`config.mk`:
```
export PLATFORM = sky130hd
export DESIGN_NAME = servo_pwm_hbridge
export DESIGN_NICKNAME = d
export VERILOG_FILES = /design/src/rtl/servo_pwm_hbridge.sv
export SDC_FILE = /design/constraint.sdc
export NUM_CORES = 1
export LEC_CHECK = 0
export BUFFER_PORTS_ARGS = -buffer_cell sky130_fd_sc_hd__buf_2
export CAP_MARGIN = 25
export CORE_MARGIN = 1.5
export CORE_UTILIZATION = 40
export DETAILED_ROUTE_END_ITERATION = 16
export GPL_ROUTABILITY_DRIVEN = 0
export PLACE_DENSITY = 0.65
export SYNTH_ARGS = -nofsm -noshare
export SYNTH_HDL_FRONTEND = slang
export SYNTH_SLANG_ARGS = --single-unit
```
`constraint.sdc`:
```
create_clock -name clk -period 4.7 [get_ports clk]
set_input_delay 0 -clock clk [delete_from_list [all_inputs] [get_ports clk]]
set_output_delay 0 -clock clk [all_outputs]
set_load 0.05 [all_outputs]
```
`src/rtl/servo_pwm_hbridge.sv`:
```
// H-bridge PWM output stage: latches the signed control effort into shadow registers,
// applies it at each PWM period boundary, and inserts a dead-time guard on reversals.
module servo_pwm_hbridge #(
    parameter int N_BITS   = 13,
    parameter int PWM_BITS = 10,
    parameter int SHIFT    = 2,
    parameter int DEAD_CYC = 8
) (
    input  logic                clk,
    input  logic                rst,
    input  logic                drive_en,
    input  logic [N_BITS-1:0]   u_in,
    input  logic                u_valid,
    output logic                pwm_a,
    output logic                pwm_b,
    output logic                dir,
    output logic [PWM_BITS-1:0] duty,
    output logic                period_tick
);

    typedef enum logic [1:0] {
        ST_OFF  = 2'd0,
        ST_DEAD = 2'd1,
        ST_RUN  = 2'd2
    } state_t;

    localparam logic [PWM_BITS-1:0] CNT_MAX    = '1;
    localparam logic [PWM_BITS-1:0] CNT_PRE    = CNT_MAX - PWM_BITS'(1);
    localparam logic [PWM_BITS-1:0] DEAD_LIM   = PWM_BITS'(DEAD_CYC);
    localparam logic [N_BITS-1:0]   MAG_MAX    = {1'b0, {(N_BITS-1){1'b1}}};
    localparam logic [N_BITS-1:0]   DUTY_LIM_N = N_BITS'(CNT_MAX);

    logic [PWM_BITS-1:0] cnt_q, cnt_d;
    logic [PWM_BITS-1:0] sh_duty_q, sh_duty_d;
    logic                sh_dir_q, sh_dir_d;
    logic [PWM_BITS-1:0] duty_q, duty_d;
    logic                dir_q, dir_d;
    state_t              state_q, state_d;
    logic                pwm_a_q, pwm_a_d;
    logic                pwm_b_q, pwm_b_d;
    logic                tick_q, tick_d;

    logic                wrap;
    logic                leg_on;
    logic [N_BITS-1:0]   mag_raw;
    logic [N_BITS-1:0]   mag;
    logic [N_BITS-1:0]   mag_sh;
    logic [PWM_BITS-1:0] sat_duty;

    // The most negative input negates to itself; it reads as 2**(N_BITS-1) unsigned
    // and is clamped back to the largest positive magnitude.
    always_comb begin
        mag_raw  = u_in[N_BITS-1] ? (~u_in + N_BITS'(1)) : u_in;
        mag      = (mag_raw > MAG_MAX) ? MAG_MAX : mag_raw;
        mag_sh   = mag >> SHIFT;
        sat_duty = (mag_sh > DUTY_LIM_N) ? CNT_MAX : mag_sh[PWM_BITS-1:0];
    end

    always_comb begin
        wrap      = (cnt_q == CNT_MAX);
        cnt_d     = cnt_q + PWM_BITS'(1);
        tick_d    = (cnt_q == CNT_PRE);
        duty_d    = wrap ? sh_duty_q : duty_q;
        dir_d     = wrap ? sh_dir_q : dir_q;
        sh_duty_d = sh_duty_q;
        sh_dir_d  = sh_dir_q;
        if (u_valid) begin
            sh_duty_d = sat_duty;
            // A zero effort keeps the previous direction so it never forces a reversal.
            if (|u_in) begin
                sh_dir_d = u_in[N_BITS-1];
            end
        end
    end

    always_comb begin
        state_d = state_q;
        if (!drive_en) begin
            state_d = ST_OFF;
        end else if (wrap) begin
            case (state_q)
                ST_OFF:  state_d = ST_DEAD;
                ST_DEAD,
                ST_RUN:  state_d = (sh_dir_q != dir_q) ? ST_DEAD : ST_RUN;
                default: state_d = ST_OFF;
            endcase
        end
    end

    // drive_en gates the legs directly so a drop turns them off on the very next edge.
    always_comb begin
        leg_on  = drive_en && (state_q != ST_OFF) && (cnt_q < duty_q)
                  && !((state_q == ST_DEAD) && (cnt_q < DEAD_LIM));
        pwm_a_d = leg_on & ~dir_q;
        pwm_b_d = leg_on & dir_q;
    end

    always_ff @(posedge clk or negedge rst) begin
        if (!rst) begin
            cnt_q     <= '0;
            sh_duty_q <= '0;
            sh_dir_q  <= 1'b0;
            duty_q    <= '0;
            dir_q     <= 1'b0;
            state_q   <= ST_OFF;
            pwm_a_q   <= 1'b0;
            pwm_b_q   <= 1'b0;
            tick_q    <= 1'b0;
        end else begin
            cnt_q     <= cnt_d;
            sh_duty_q <= sh_duty_d;
            sh_dir_q  <= sh_dir_d;
            duty_q    <= duty_d;
            dir_q     <= dir_d;
            state_q   <= state_d;
            pwm_a_q   <= pwm_a_d;
            pwm_b_q   <= pwm_b_d;
            tick_q    <= tick_d;
        end
    end

    assign pwm_a       = pwm_a_q;
    assign pwm_b       = pwm_b_q;
    assign dir         = dir_q;
    assign duty        = duty_q;
    assign period_tick = tick_q;

endmodule

```
### After elaboration in Yosys (flattened, before gate mapping)

Cells that the tools add are included.

* register bits after elaboration: 37
* input port bits: 17

* $add $sub $neg: 2
* magnitude comparators: 4
* eq/ne operators: 6
* multiplexer cells: 7
* bitwise gates (word level): 4
* reduce and logical (&&, ||, !) cells: 10

Operators by type and width (count)
* $mux W13: 2
* $eq A10 B10 Y1 const B: 2
* $add A13 B1 Y13 const B: 1
* $gt A13 B12 Y1 const B: 1
* $not A13 Y13: 1
* $reduce_or A13 Y1: 1
* $gt A11 B10 Y1 const B: 1
* $add A10 B1 Y10 const B: 1
* $lt A10 B10 Y1: 1
* $lt A10 B4 Y1 const B: 1
* $mux W10: 1
* $mux W2: 3
* $logic_and A1 B1 Y1: 4
* $pmux W2 S2: 1
* $and A1 B1 Y1: 2
* $eq A2 B1 Y1 const B: 1
* $eq A2 B2 Y1 const B: 1
* $logic_not A2 Y1: 1
* $ne A2 B1 Y1 const B: 1
* $reduce_and A2 Y1: 1
* $reduce_bool A2 Y1: 1
* $reduce_or A2 Y1: 1
* $logic_not A1 Y1: 1
* $ne A1 B1 Y1: 1
* $not A1 Y1: 1

### Depth between registers and ports, before layout

Gate-level depths: netlist of run 1.

* word-level depth: 7
* depth in mapped cells: 7
* mapped depth without buffers: 6

### Worst setup path before layout of run 1

OpenSTA, ideal clock, no wires.

* kind: in2reg
* start point: input u_in[0]
* end point: register sh_duty_q[8]
* data arrival time: 1.678 ns
* required time: 4.599 ns
* slack: 2.921 ns
* stages: 7
* path buffers: 1
* path through: inv_1 ha_1 or4b_1 buf_2 or4_4 and3_1 o32ai_1

* longest elaborated chain between the ends: 7

RTL lines
* from (decl): line 12 `input logic [N_BITS-1:0] u_in,`
* $not A13 Y13: line 53 `mag_raw = u_in[N_BITS-1] ? (~u_in + N_BITS'(1)) : u_in;`
* $add A13 B1 Y13: line 53
* $mux W13 *: line 53
* $gt A13 B12 Y1: line 54 `mag = (mag_raw > MAG_MAX) ? MAG_MAX : mag_raw;`
* $mux W13 *: line 54
* $gt A11 B10 Y1: line 56 `sat_duty = (mag_sh > DUTY_LIM_N) ? CNT_MAX : mag_sh[PWM_BITS-1:0];`
* $mux W10 *: line 56
* to (signal assigned): line 111 `sh_duty_q <= sh_duty_d;`
* to (decl): line 34 `logic [PWM_BITS-1:0] sh_duty_q, sh_duty_d;`

Every way passes the cells marked *; elsewhere a longest branch is shown, timed or not.
A chain may end at the register's enable or synchronous reset.

### Worst setup path in the final report of run 1

* start point: input u_in[3]
* end point: register sh_duty_q[3]

Same word-level chain as after synthesis.

==> report_table.html, run 1 <==
<table>
<tr><th>Metric</th><th>Value</th></tr>
<tr><th colspan="2">Clock network</th></tr>
<tr><td>Cell at the root of the clock tree</td><td>sky130_fd_sc_hd__clkbuf_8</td></tr>
<tr><td>Clock-pin slew on the worst setup and hold paths</td><td>70 ps</td></tr>
<tr><td>Clock tree from TritonCTS</td><td>done</td></tr>
<tr><td>Clock buffer count from CTS</td><td>5</td></tr>
<tr><td>Clk Latency, worst-skew pair</td><td>~290 ps</td></tr>
<tr><td>H-tree lvl count</td><td>2</td></tr>
<tr><td>Count of buffers added by post-CTS timing repair for setup</td><td>0</td></tr>
<tr><td>Cells resized by post-CTS repair</td><td>0</td></tr>
<tr><td>Clk sinks</td><td>37</td></tr>
<tr><td>Maximum count of clock buffers along a single path</td><td>2</td></tr>
<tr><th colspan="2">Critical path</th></tr>
<tr><td>Required time of the critical path</td><td>~4900 ps</td></tr>
<tr><td>Cell with the biggest individual delay on the critical path</td><td>sky130_fd_sc_hd__nor3_1</td></tr>
<tr><td>Maximum fanout count along the critical path</td><td>8</td></tr>
<tr><td>Arrival time at the worst endpoint</td><td>2410 ps</td></tr>
<tr><td>Crit Path Class</td><td>input port to flop</td></tr>
<tr><td>Count of cells along the worst register-to-register path</td><td>5</td></tr>
<tr><td>Worst flop-to-flop path startpoint</td><td>cnt_q[1]</td></tr>
<tr><td>Endpoint type of the worst setup path</td><td>flop</td></tr>
<tr><td>List of cells traversed by the critical path</td><td>dlygate4sd3_1, buf_2, or4b_1, nor3_1, o21ai_0, a31oi_1</td></tr>
<tr><td>Startpoint kind of the worst setup timing path</td><td>input port</td></tr>
<tr><td>CP Launch Point</td><td>u_in[3]</td></tr>
<tr><td>Highest cell delay on the worst timing path</td><td>660 ps</td></tr>
<tr><th colspan="2">Hold path</th></tr>
<tr><td>Type of the most critical hold path</td><td>input port to flop</td></tr>
<tr><td>Worst hold path stage count</td><td>3</td></tr>
<tr><td>Launch instance of the worst min-delay path</td><td>u_in[2]</td></tr>
<tr><th colspan="2">Synthesis</th></tr>
<tr><td>Count of flip-flops with a built-in enable after synthesis</td><td>0</td></tr>
<tr><td>Post-synthesis compound-gate area fraction</td><td>18.1%</td></tr>
<tr><td>Syn Area/Cell</td><td>9.34 sq um</td></tr>
<tr><td>Number of distinct library cell variants in the gate-level netlist after synthesis</td><td>between 40 and 50</td></tr>
<tr><td>Multiplexer share of the synthesized area</td><td>1.54%</td></tr>
<tr><td>Primary FF master, synth</td><td>sky130_fd_sc_hd__dfrtp_1</td></tr>
<tr><td>Main combinational cell family by area after synthesis</td><td>compound AO/OA/AOI/OAI gates</td></tr>
<tr><td>Number of instances in the synthesized netlist</td><td>between 200 and 250</td></tr>
<tr><td>Sequential fraction of the synthesis area</td><td>45.5%</td></tr>
<tr><td>Adder-cell share of the synthesized area</td><td>9.21%</td></tr>
<tr><td>Nets in the synthesized netlist</td><td>250</td></tr>
<tr><td>Synth Area in XOR/XNOR</td><td>approximately 3.9%</td></tr>
<tr><td>Yosys warning count</td><td>0</td></tr>
<tr><td>Fraction of synthesis flops using an asynchronous set or reset pin</td><td>100%</td></tr>
<tr><td>Simple-gate area share of the yosys netlist</td><td>14.7%</td></tr>
<tr><td>Post-synthesis sequential element count</td><td>37</td></tr>
<tr><td>Mapped Area</td><td>2040 sq um</td></tr>
<tr><th colspan="2">Cells and area</th></tr>
<tr><td>Total Nets Final</td><td>285</td></tr>
<tr><td>Layout overhead on the synthesized area</td><td>17.3%</td></tr>
<tr><td>Diodes inserted</td><td>0</td></tr>
<tr><td>Non-filler instance count after layout</td><td>320</td></tr>
<tr><td>Area of combinational cells with multiple inputs</td><td>972 sq um</td></tr>
<tr><td>Fraction of final layout cells with drive strength greater than 1</td><td>15.8%</td></tr>
<tr><td>Fill cell instance count of the final layout</td><td>493</td></tr>
<tr><td>Final core utilization</td><td>between 40% and 50%</td></tr>
<tr><td>Flip-flop and latch area</td><td>926 sq um</td></tr>
<tr><th colspan="2">Timing</th></tr>
<tr><td>Time the worst path needs with I/O delays and setup</td><td>2210 ps</td></tr>
<tr><td>Setup tns final</td><td>0 ps</td></tr>
<tr><td>Remaining max-slew budget at the tightest pin</td><td>45.0%</td></tr>
<tr><td>Final hold viol count</td><td>0</td></tr>
<tr><td>Worst hold margin</td><td>31.1 ps</td></tr>
<tr><td>Final worst-path cycle share</td><td>a little under half</td></tr>
<tr><td>Worst slew pin tran</td><td>824 ps</td></tr>
<tr><td>Worst Skew</td><td>4.22 ps</td></tr>
<tr><td>Final count of pins violating max slew</td><td>0</td></tr>
<tr><td>Achievable Freq</td><td>453 MHz</td></tr>
<tr><td>Final-report setup violation count</td><td>0</td></tr>
<tr><td>Unrepaired setup endpoints after global routing</td><td>false</td></tr>
<tr><th colspan="2">Routing</th></tr>
<tr><td>Drt first-iter violations</td><td>90</td></tr>
<tr><td>Post-route DRC violation count</td><td>0</td></tr>
<tr><td>Wire length per cell</td><td>between 10 and 15 um</td></tr>
<tr><td>First-pass detailed-route iteration total</td><td>4</td></tr>
<tr><td>Vias per cell</td><td>5.28</td></tr>
<tr><td>DRT Wirelength</td><td>4430 um</td></tr>
<tr><td>Final antenna-violating net count</td><td>0</td></tr>
<tr><td>Total number of vias</td><td>1689</td></tr>
<tr><th colspan="2">Pwr</th></tr>
<tr><td>Sum of internal, switching and leakage power</td><td>0.613 mW</td></tr>
<tr><td>Net Sw Frac</td><td>24.1%</td></tr>
<tr><td>P_sw</td><td>around 0.15 mW</td></tr>
<tr><td>Leakage dissipation</td><td>~1.1 nW</td></tr>
<tr><td>Part of the power in registers</td><td>54.7%</td></tr>
<tr><td>Int Power</td><td>0.465 mW</td></tr>
<tr><td>Comb power frac</td><td>8.6%</td></tr>
<tr><td>Clk network pwr share</td><td>36.7%</td></tr>
<tr><td>Cell area power density</td><td>~260 nW/um^2</td></tr>
<tr><td>Maximum vdd ir drop</td><td>130 uV</td></tr>
<tr><th colspan="2">Die</th></tr>
<tr><td>Die area</td><td>5530 sq um</td></tr>
<tr><td>Die boundary height</td><td>between 70 and 80 um</td></tr>
<tr><td>Top-level I/O count</td><td>31</td></tr>
<tr><td>Horiz. Die Dim</td><td>74.4 um</td></tr>
<tr><td>Starting density of the core</td><td>42.3%</td></tr>
<tr><td>Core Rows</td><td>25</td></tr>
<tr><td>Placeable core region</td><td>4820 sq um</td></tr>
<tr><th colspan="2">Global routing</th></tr>
<tr><td>Via count of the first global-routing pass</td><td>between 1500 and 2000</td></tr>
<tr><td>Global-route wire length before repair</td><td>roughly 7600 um</td></tr>
<tr><td>Number of antenna violations at the first check in global routing</td><td>0</td></tr>
<tr><td>Total routing usage reported by global routing</td><td>18.3%</td></tr>
<tr><td>Residual overflow from global routing</td><td>0</td></tr>
<tr><td>Largest net degree at the start of global routing</td><td>38</td></tr>
<tr><th colspan="2">Placement</th></tr>
<tr><td>Half-perimeter wire length of the detailed placement result</td><td>approximately 3100 um</td></tr>
<tr><td>Post-placement cell count</td><td>308</td></tr>
<tr><td>Count of buffers from port buffering</td><td>30</td></tr>
<tr><th colspan="2">Outcome</th></tr>
<tr><td>Outcome</td><td>complete, no violations</td></tr>
<tr><th colspan="2">Run</th></tr>
<tr><td>Number of maximum-capacitance constraint violations</td><td>0</td></tr>
</table>
## registers in the layout (all words and copies together), names as in the netlist
name and count:
cnt_q 10, dir 1, duty 10, period_tick 1
pwm_a 1, pwm_b 1, sh_dir_q 1, sh_duty_q 10
state_q 2
## layout make-up
| class | instances | share of cell area [%] |
|---|---|---|
| multi-input cells | 143 | 40.7 |
| flip-flops and latches | 37 | 38.8 |
| inverters | 30 | 4.71 |
| clock buffers | 7 | 3.61 |
| well taps | 67 | 3.51 |
| repair buffers | 36 | 8.70 |
## worst paths after layout
path	end	slack [ps]
min in group asynchronous	sh_duty_q[7]	340
setup / recovery	sh_duty_q[3]	2490
hold reg to reg	duty[6]	500
hold / removal	sh_duty_q[0]	30
max in group asynchronous	sh_duty_q[4]	3840
setup reg to reg	duty[0]	3090
## routing by layer
metal	share of wire [%]	GRT usage (%)	wire, um	vias up
met1	47	25.0	2090	803
met3	4.3	4.61	191	6
met4	1.6	6.06	73	0
met2	47	28.7	2070	38
li1	-	-	-	842
met5	0	0	0	-
## through the flow
step / setup WS [ps] / instance area [sq um]
2_1_floorplan: 2920 / 2040
3_3_place_gp: 2620 / 2250
3_5_place_dp: 2600 / 2250
4_1_cts: 2530 / 2390
5_1_grt: 2350 / 2390
6_report: 2490 / 2390
## Yosys cell counts, types with 2 or more instances
master	n	area (sq um)
sky130_fd_sc_hd__nor2_1	8	30.0
sky130_fd_sc_hd__o32ai_1	5	43.8
sky130_fd_sc_hd__o22ai_1	2	12.5
sky130_fd_sc_hd__xnor2_1	3	26.3
sky130_fd_sc_hd__nand2_1	23	86.3
sky130_fd_sc_hd__o31ai_1	2	15.0
sky130_fd_sc_hd__a211oi_1	4	30.0
sky130_fd_sc_hd__nor3b_1	2	15.0
sky130_fd_sc_hd__and3_1	2	12.5
sky130_fd_sc_hd__o21ai_0	22	110
sky130_fd_sc_hd__mux2i_1	2	20.0
sky130_fd_sc_hd__inv_1	30	113
sky130_fd_sc_hd__ha_1	15	188
sky130_fd_sc_hd__o41ai_1	2	17.5
sky130_fd_sc_hd__nor3_1	7	35.0
sky130_fd_sc_hd__dfrtp_1	37	926
sky130_fd_sc_hd__a21oi_1	4	20.0
sky130_fd_sc_hd__nand4_1	4	25.0
sky130_fd_sc_hd__xor2_1	6	52.6
sky130_fd_sc_hd__o311ai_0	2	17.5
sky130_fd_sc_hd__a31oi_1	6	37.5
sky130_fd_sc_hd__clkbuf_1	7	26.3
sky130_fd_sc_hd__nand3_1	3	15.0
## worst max-delay path, delay by kind of cell
kind,cells,cell delay (ps)
AO/OA/AOI/OAI,2,420
buffers and inverters,2,680
AND/OR/NAND/NOR,2,1310
## timing repair
action	CTS	global route
endpoints found under the setup margin	0	0
hold buffers	5	0
endpoints found under the hold margin	42	0
## cell families (layout without fill, tap and decap cells)
kind of cell | Yosys count | in the layout
simple gates | 59 | 59
compound gates | 57 | 57
buf+inv | 38 | 73
flops | 37 | 37
fa+ha+maj | 15 | 15
xor+xnor | 9 | 9
mux | 3 | 3
## cells in the final DEF, fill, tap and decap left out, types with 2 or more instances in the layout
cell type | Yosys | final
sky130_fd_sc_hd__nand3_1 | 3 | 3
sky130_fd_sc_hd__dlygate4sd3_1 | 0 | 5
sky130_fd_sc_hd__dfrtp_1 | 37 | 37
sky130_fd_sc_hd__o311ai_0 | 2 | 2
sky130_fd_sc_hd__ha_1 | 15 | 15
sky130_fd_sc_hd__nand4_1 | 4 | 4
sky130_fd_sc_hd__xor2_1 | 6 | 6
sky130_fd_sc_hd__a21oi_1 | 4 | 4
sky130_fd_sc_hd__o22ai_1 | 2 | 2
sky130_fd_sc_hd__clkbuf_8 | 0 | 6
sky130_fd_sc_hd__o21ai_0 | 22 | 22
sky130_fd_sc_hd__nor3_1 | 7 | 6
sky130_fd_sc_hd__nor2_1 | 8 | 8
sky130_fd_sc_hd__a211oi_1 | 4 | 4
sky130_fd_sc_hd__nor3b_1 | 2 | 2
sky130_fd_sc_hd__xnor2_1 | 3 | 3
sky130_fd_sc_hd__mux2i_1 | 2 | 2
sky130_fd_sc_hd__buf_2 | 1 | 30
sky130_fd_sc_hd__o31ai_1 | 2 | 2
sky130_fd_sc_hd__and3_1 | 2 | 2
sky130_fd_sc_hd__o41ai_1 | 2 | 2
sky130_fd_sc_hd__o32ai_1 | 5 | 5
sky130_fd_sc_hd__inv_1 | 30 | 30
sky130_fd_sc_hd__a31oi_1 | 6 | 6
sky130_fd_sc_hd__nand2_1 | 23 | 23
## power groups by stage
stage	Sequential [mW]	Clock (mW)	Combinational [mW]
final	0.335	0.225	0.0526
after detailed placement	0.342	0	0.0491
after global placement	0.341	0	0.0487
after floorplan	0.339	0	0.0264
after CTS	0.335	0.231	0.0531
after global routing	0.337	0.245	0.0594
Note: power is estimated with default switching activity, not from simulation.
==> run 2: changes to the inputs <==
- clock period: 4.7 -> 2.12 ns (I/O delays scaled with it)
==> run 2 against run 1 <==
  * Non-clock buffer count grew 3
  * Hold slack lost 19 ps
  * Die area is the same
  * Register-to-register slack lost 2700 ps
  * Final cell count grew 0.94%
  * Total power grew 120%
  * Wire length shrank 4.5%
  * Clock-buffer cell count is the same
  * Final area grew 0.73%
  * Critical endpoint is now sh_duty_q[5]
==> report_table.html, run 2 (synthesized netlist as in run 1, its figures left out) <==
<table>
<tr><th>Metric</th><th>Value</th></tr>
<tr><th colspan="2">Outcome</th></tr>
<tr><td>Outcome</td><td>complete, no violations</td></tr>
<tr><th colspan="2">Timing</th></tr>
<tr><td>Time the worst path needs with I/O delays and setup</td><td>1810 ps</td></tr>
<tr><td>Final-report setup violation count</td><td>0</td></tr>
<tr><td>Unrepaired setup endpoints after global routing</td><td>false</td></tr>
<tr><td>Setup tns final</td><td>0 ps</td></tr>
<tr><td>Worst Skew</td><td>6.45 ps</td></tr>
<tr><td>Final worst-path cycle share</td><td>85.5%</td></tr>
<tr><td>Final hold viol count</td><td>0</td></tr>
<tr><td>Worst slew pin tran</td><td>800 ps</td></tr>
<tr><td>Final worst slack</td><td>308 ps</td></tr>
<tr><td>Achievable Freq</td><td>552 MHz</td></tr>
<tr><td>Final count of pins violating max slew</td><td>0</td></tr>
<tr><td>Remaining max-slew budget at the tightest pin</td><td>46.7%</td></tr>
<tr><th colspan="2">Global routing</th></tr>
<tr><td>Largest net degree at the start of global routing</td><td>38</td></tr>
<tr><td>Total routing usage reported by global routing</td><td>17.1%</td></tr>
<tr><td>Number of antenna violations at the first check in global routing</td><td>0</td></tr>
<tr><td>Residual overflow from global routing</td><td>0</td></tr>
<tr><td>Via count of the first global-routing pass</td><td>~1600</td></tr>
<tr><td>Global-route wire length before repair</td><td>7170 um</td></tr>
<tr><th colspan="2">Critical path</th></tr>
<tr><td>Destination of the critical timing path</td><td>sh_duty_q[5]</td></tr>
<tr><td>Endpoint type of the worst setup path</td><td>flop</td></tr>
<tr><td>WP buf/inv</td><td>3</td></tr>
<tr><td>List of cells traversed by the critical path</td><td>dlygate4sd3_1, buf_2, or4_1, nor3_1, buf_4, nor3_1, o32ai_1</td></tr>
<tr><td>Required time of the critical path</td><td>2300 ps</td></tr>
<tr><td>Dominant delay contributor by cell family on the critical path</td><td>buffers and inverters</td></tr>
<tr><td>Highest cell delay on the worst timing path</td><td>590 ps</td></tr>
<tr><td>Worst flop-to-flop path startpoint</td><td>cnt_q[1]</td></tr>
<tr><td>Count of cells along the worst register-to-register path</td><td>4</td></tr>
<tr><td>Startpoint kind of the worst setup timing path</td><td>input port</td></tr>
<tr><td>Worst r2r dst</td><td>duty[0]</td></tr>
<tr><td>Crit Path Class</td><td>input port to flop</td></tr>
<tr><td>Worst reg-to-reg setup slack</td><td>400 ps</td></tr>
<tr><td>Most frequent cell on the critical path</td><td>sky130_fd_sc_hd__nor3_1</td></tr>
<tr><td>Number of cells on the critical path</td><td>7</td></tr>
<tr><td>Maximum fanout count along the critical path</td><td>5</td></tr>
<tr><td>Cell with the biggest individual delay on the critical path</td><td>sky130_fd_sc_hd__or4_1</td></tr>
<tr><td>CP Launch Point</td><td>u_in[9]</td></tr>
<tr><td>Arrival time at the worst endpoint</td><td>1990 ps</td></tr>
<tr><th colspan="2">Cells and area</th></tr>
<tr><td>Fill cell instance count of the final layout</td><td>499</td></tr>
<tr><td>Final Cell Area</td><td>2410 sq um</td></tr>
<tr><td>Commonest non-fill, non-tap cell in the layout</td><td>sky130_fd_sc_hd__dfrtp_1</td></tr>
<tr><td>Fraction of final layout cells with drive strength greater than 1</td><td>approximately 18%</td></tr>
<tr><td>Commonest cells after routing, fill and taps aside</td><td>37 x sky130_fd_sc_hd__dfrtp_1, 30 x sky130_fd_sc_hd__inv_1, 30 x sky130_fd_sc_hd__buf_2</td></tr>
<tr><td>Total Nets Final</td><td>approximately 290</td></tr>
<tr><td>Diodes inserted</td><td>0</td></tr>
<tr><td>Non-filler instance count after layout</td><td>323</td></tr>
<tr><td>Layout overhead on the synthesized area</td><td>18.1%</td></tr>
<tr><th colspan="2">Clock network</th></tr>
<tr><td>Cells resized by post-CTS repair</td><td>0</td></tr>
<tr><td>Count of buffers added by post-CTS timing repair for setup</td><td>0</td></tr>
<tr><td>Clk sinks</td><td>37</td></tr>
<tr><td>Cell at the root of the clock tree</td><td>sky130_fd_sc_hd__clkbuf_8</td></tr>
<tr><td>Hold buffers post-CTS</td><td>3</td></tr>
<tr><td>H-tree lvl count</td><td>2</td></tr>
<tr><td>Clock tree from TritonCTS</td><td>done</td></tr>
<tr><td>Maximum count of clock buffers along a single path</td><td>2</td></tr>
<tr><td>Clock-pin slew on the worst setup and hold paths</td><td>70 ps</td></tr>
<tr><td>Clk Latency, worst-skew pair</td><td>approximately 290 ps</td></tr>
<tr><td>Clock buffer count from CTS</td><td>5</td></tr>
<tr><th colspan="2">Die</th></tr>
<tr><td>Placeable core region</td><td>4820 sq um</td></tr>
<tr><td>Die boundary height</td><td>74.4 um</td></tr>
<tr><td>Top-level I/O count</td><td>31</td></tr>
<tr><td>Die area</td><td>~5500 sq um</td></tr>
<tr><td>Starting density of the core</td><td>42.3%</td></tr>
<tr><td>Core Rows</td><td>25</td></tr>
<tr><td>Horiz. Die Dim</td><td>around 74 um</td></tr>
<tr><th colspan="2">Routing</th></tr>
<tr><td>Wire length per cell</td><td>13.1 um</td></tr>
<tr><td>First-pass detailed-route iteration total</td><td>4</td></tr>
<tr><td>Vias per cell</td><td>between 5 and 6</td></tr>
<tr><td>Total number of vias</td><td>~1700</td></tr>
<tr><td>DRT Wirelength</td><td>4230 um</td></tr>
<tr><td>Post-route DRC violation count</td><td>0</td></tr>
<tr><td>Drt first-iter violations</td><td>49</td></tr>
<tr><td>Final antenna-violating net count</td><td>0</td></tr>
<tr><th colspan="2">Pwr</th></tr>
<tr><td>Sum of internal, switching and leakage power</td><td>1.35 mW</td></tr>
<tr><td>Maximum vdd ir drop</td><td>316 uV</td></tr>
<tr><td>Leakage dissipation</td><td>1.16 nW</td></tr>
<tr><td>Cell area power density</td><td>562 nW/um^2</td></tr>
<tr><th colspan="2">Run</th></tr>
<tr><td>Number of maximum-capacitance constraint violations</td><td>0</td></tr>
<tr><th colspan="2">Placement</th></tr>
<tr><td>Worst slack at placement</td><td>between 200 and 250 ps</td></tr>
<tr><td>Post-placement cell count</td><td>313</td></tr>
<tr><td>Instance area after placement</td><td>roughly 2300 sq um</td></tr>
<tr><td>Count of buffers from port buffering</td><td>30</td></tr>
<tr><td>Half-perimeter wire length of the detailed placement result</td><td>around 3100 um</td></tr>
<tr><th colspan="2">Hold path</th></tr>
<tr><td>Worst hold path stage count</td><td>3</td></tr>
<tr><td>Type of the most critical hold path</td><td>input port to flop</td></tr>
<tr><td>Launch instance of the worst min-delay path</td><td>u_in[3]</td></tr>
</table>
[run 2: cell count changes in the layout (fill, tap and decap cells not counted)]
cell	previous run	this run
sky130_fd_sc_hd__buf_4	1	6
sky130_fd_sc_hd__dlygate4sd3_1	5	3
[run 2: layer usage]
metal  track usage, %  vias up  wire length (um)
li1                 -      848                 -
met1             23.7      768              2110
met2             25.9       39              1840
met3             4.61        6               204
met4             6.06        0                66
met5                0        -                 0
[run 2: worst min path at each step]
stage / slack (ps) / end
floorplan: -300 / cnt_q[0]
global placement: 150 / state_q[0]
detailed placement: 140 / state_q[0]
CTS: 2 / sh_duty_q[1]
global route: 20 / sh_duty_q[1]
finish: 10 / sh_duty_q[1]
[run 2: cell type report]
class,instances,area (sq um),area share (%)
clock buffers,7,86.3,3.59
inverters,30,113,4.68
multi-input cells,143,972,40.4
flip-flops and latches,37,926,38.5
well taps,67,83.8,3.48
repair buffers,39,225,9.36
[run 2: report_power, final]
group / leakage (nW) / switching [mW] / internal, mW
registers: 0.476 / 0.0142 / 0.729
logic: 0.637 / 0.0707 / 0.0439
clock network: 0.0443 / 0.237 / 0.258
total: 1.16 / 0.322 / 1.03
[run 2: worst reg2reg max path, stage by stage (launching register included)]
cell,delay (ps)
sky130_fd_sc_hd__dfrtp_1,400
sky130_fd_sc_hd__ha_1,230
sky130_fd_sc_hd__nand2_1,90
sky130_fd_sc_hd__nor3_2,490
sky130_fd_sc_hd__mux2_2,400
[run 2: per-stage QoR]
stage               hold WS [ps]  utilization, %
floorplan                   -296               -
global placement             145            47.5
detailed placement           144            47.5
CTS                         1.65            49.9
global route                24.3            49.9
finish                      11.6            49.9
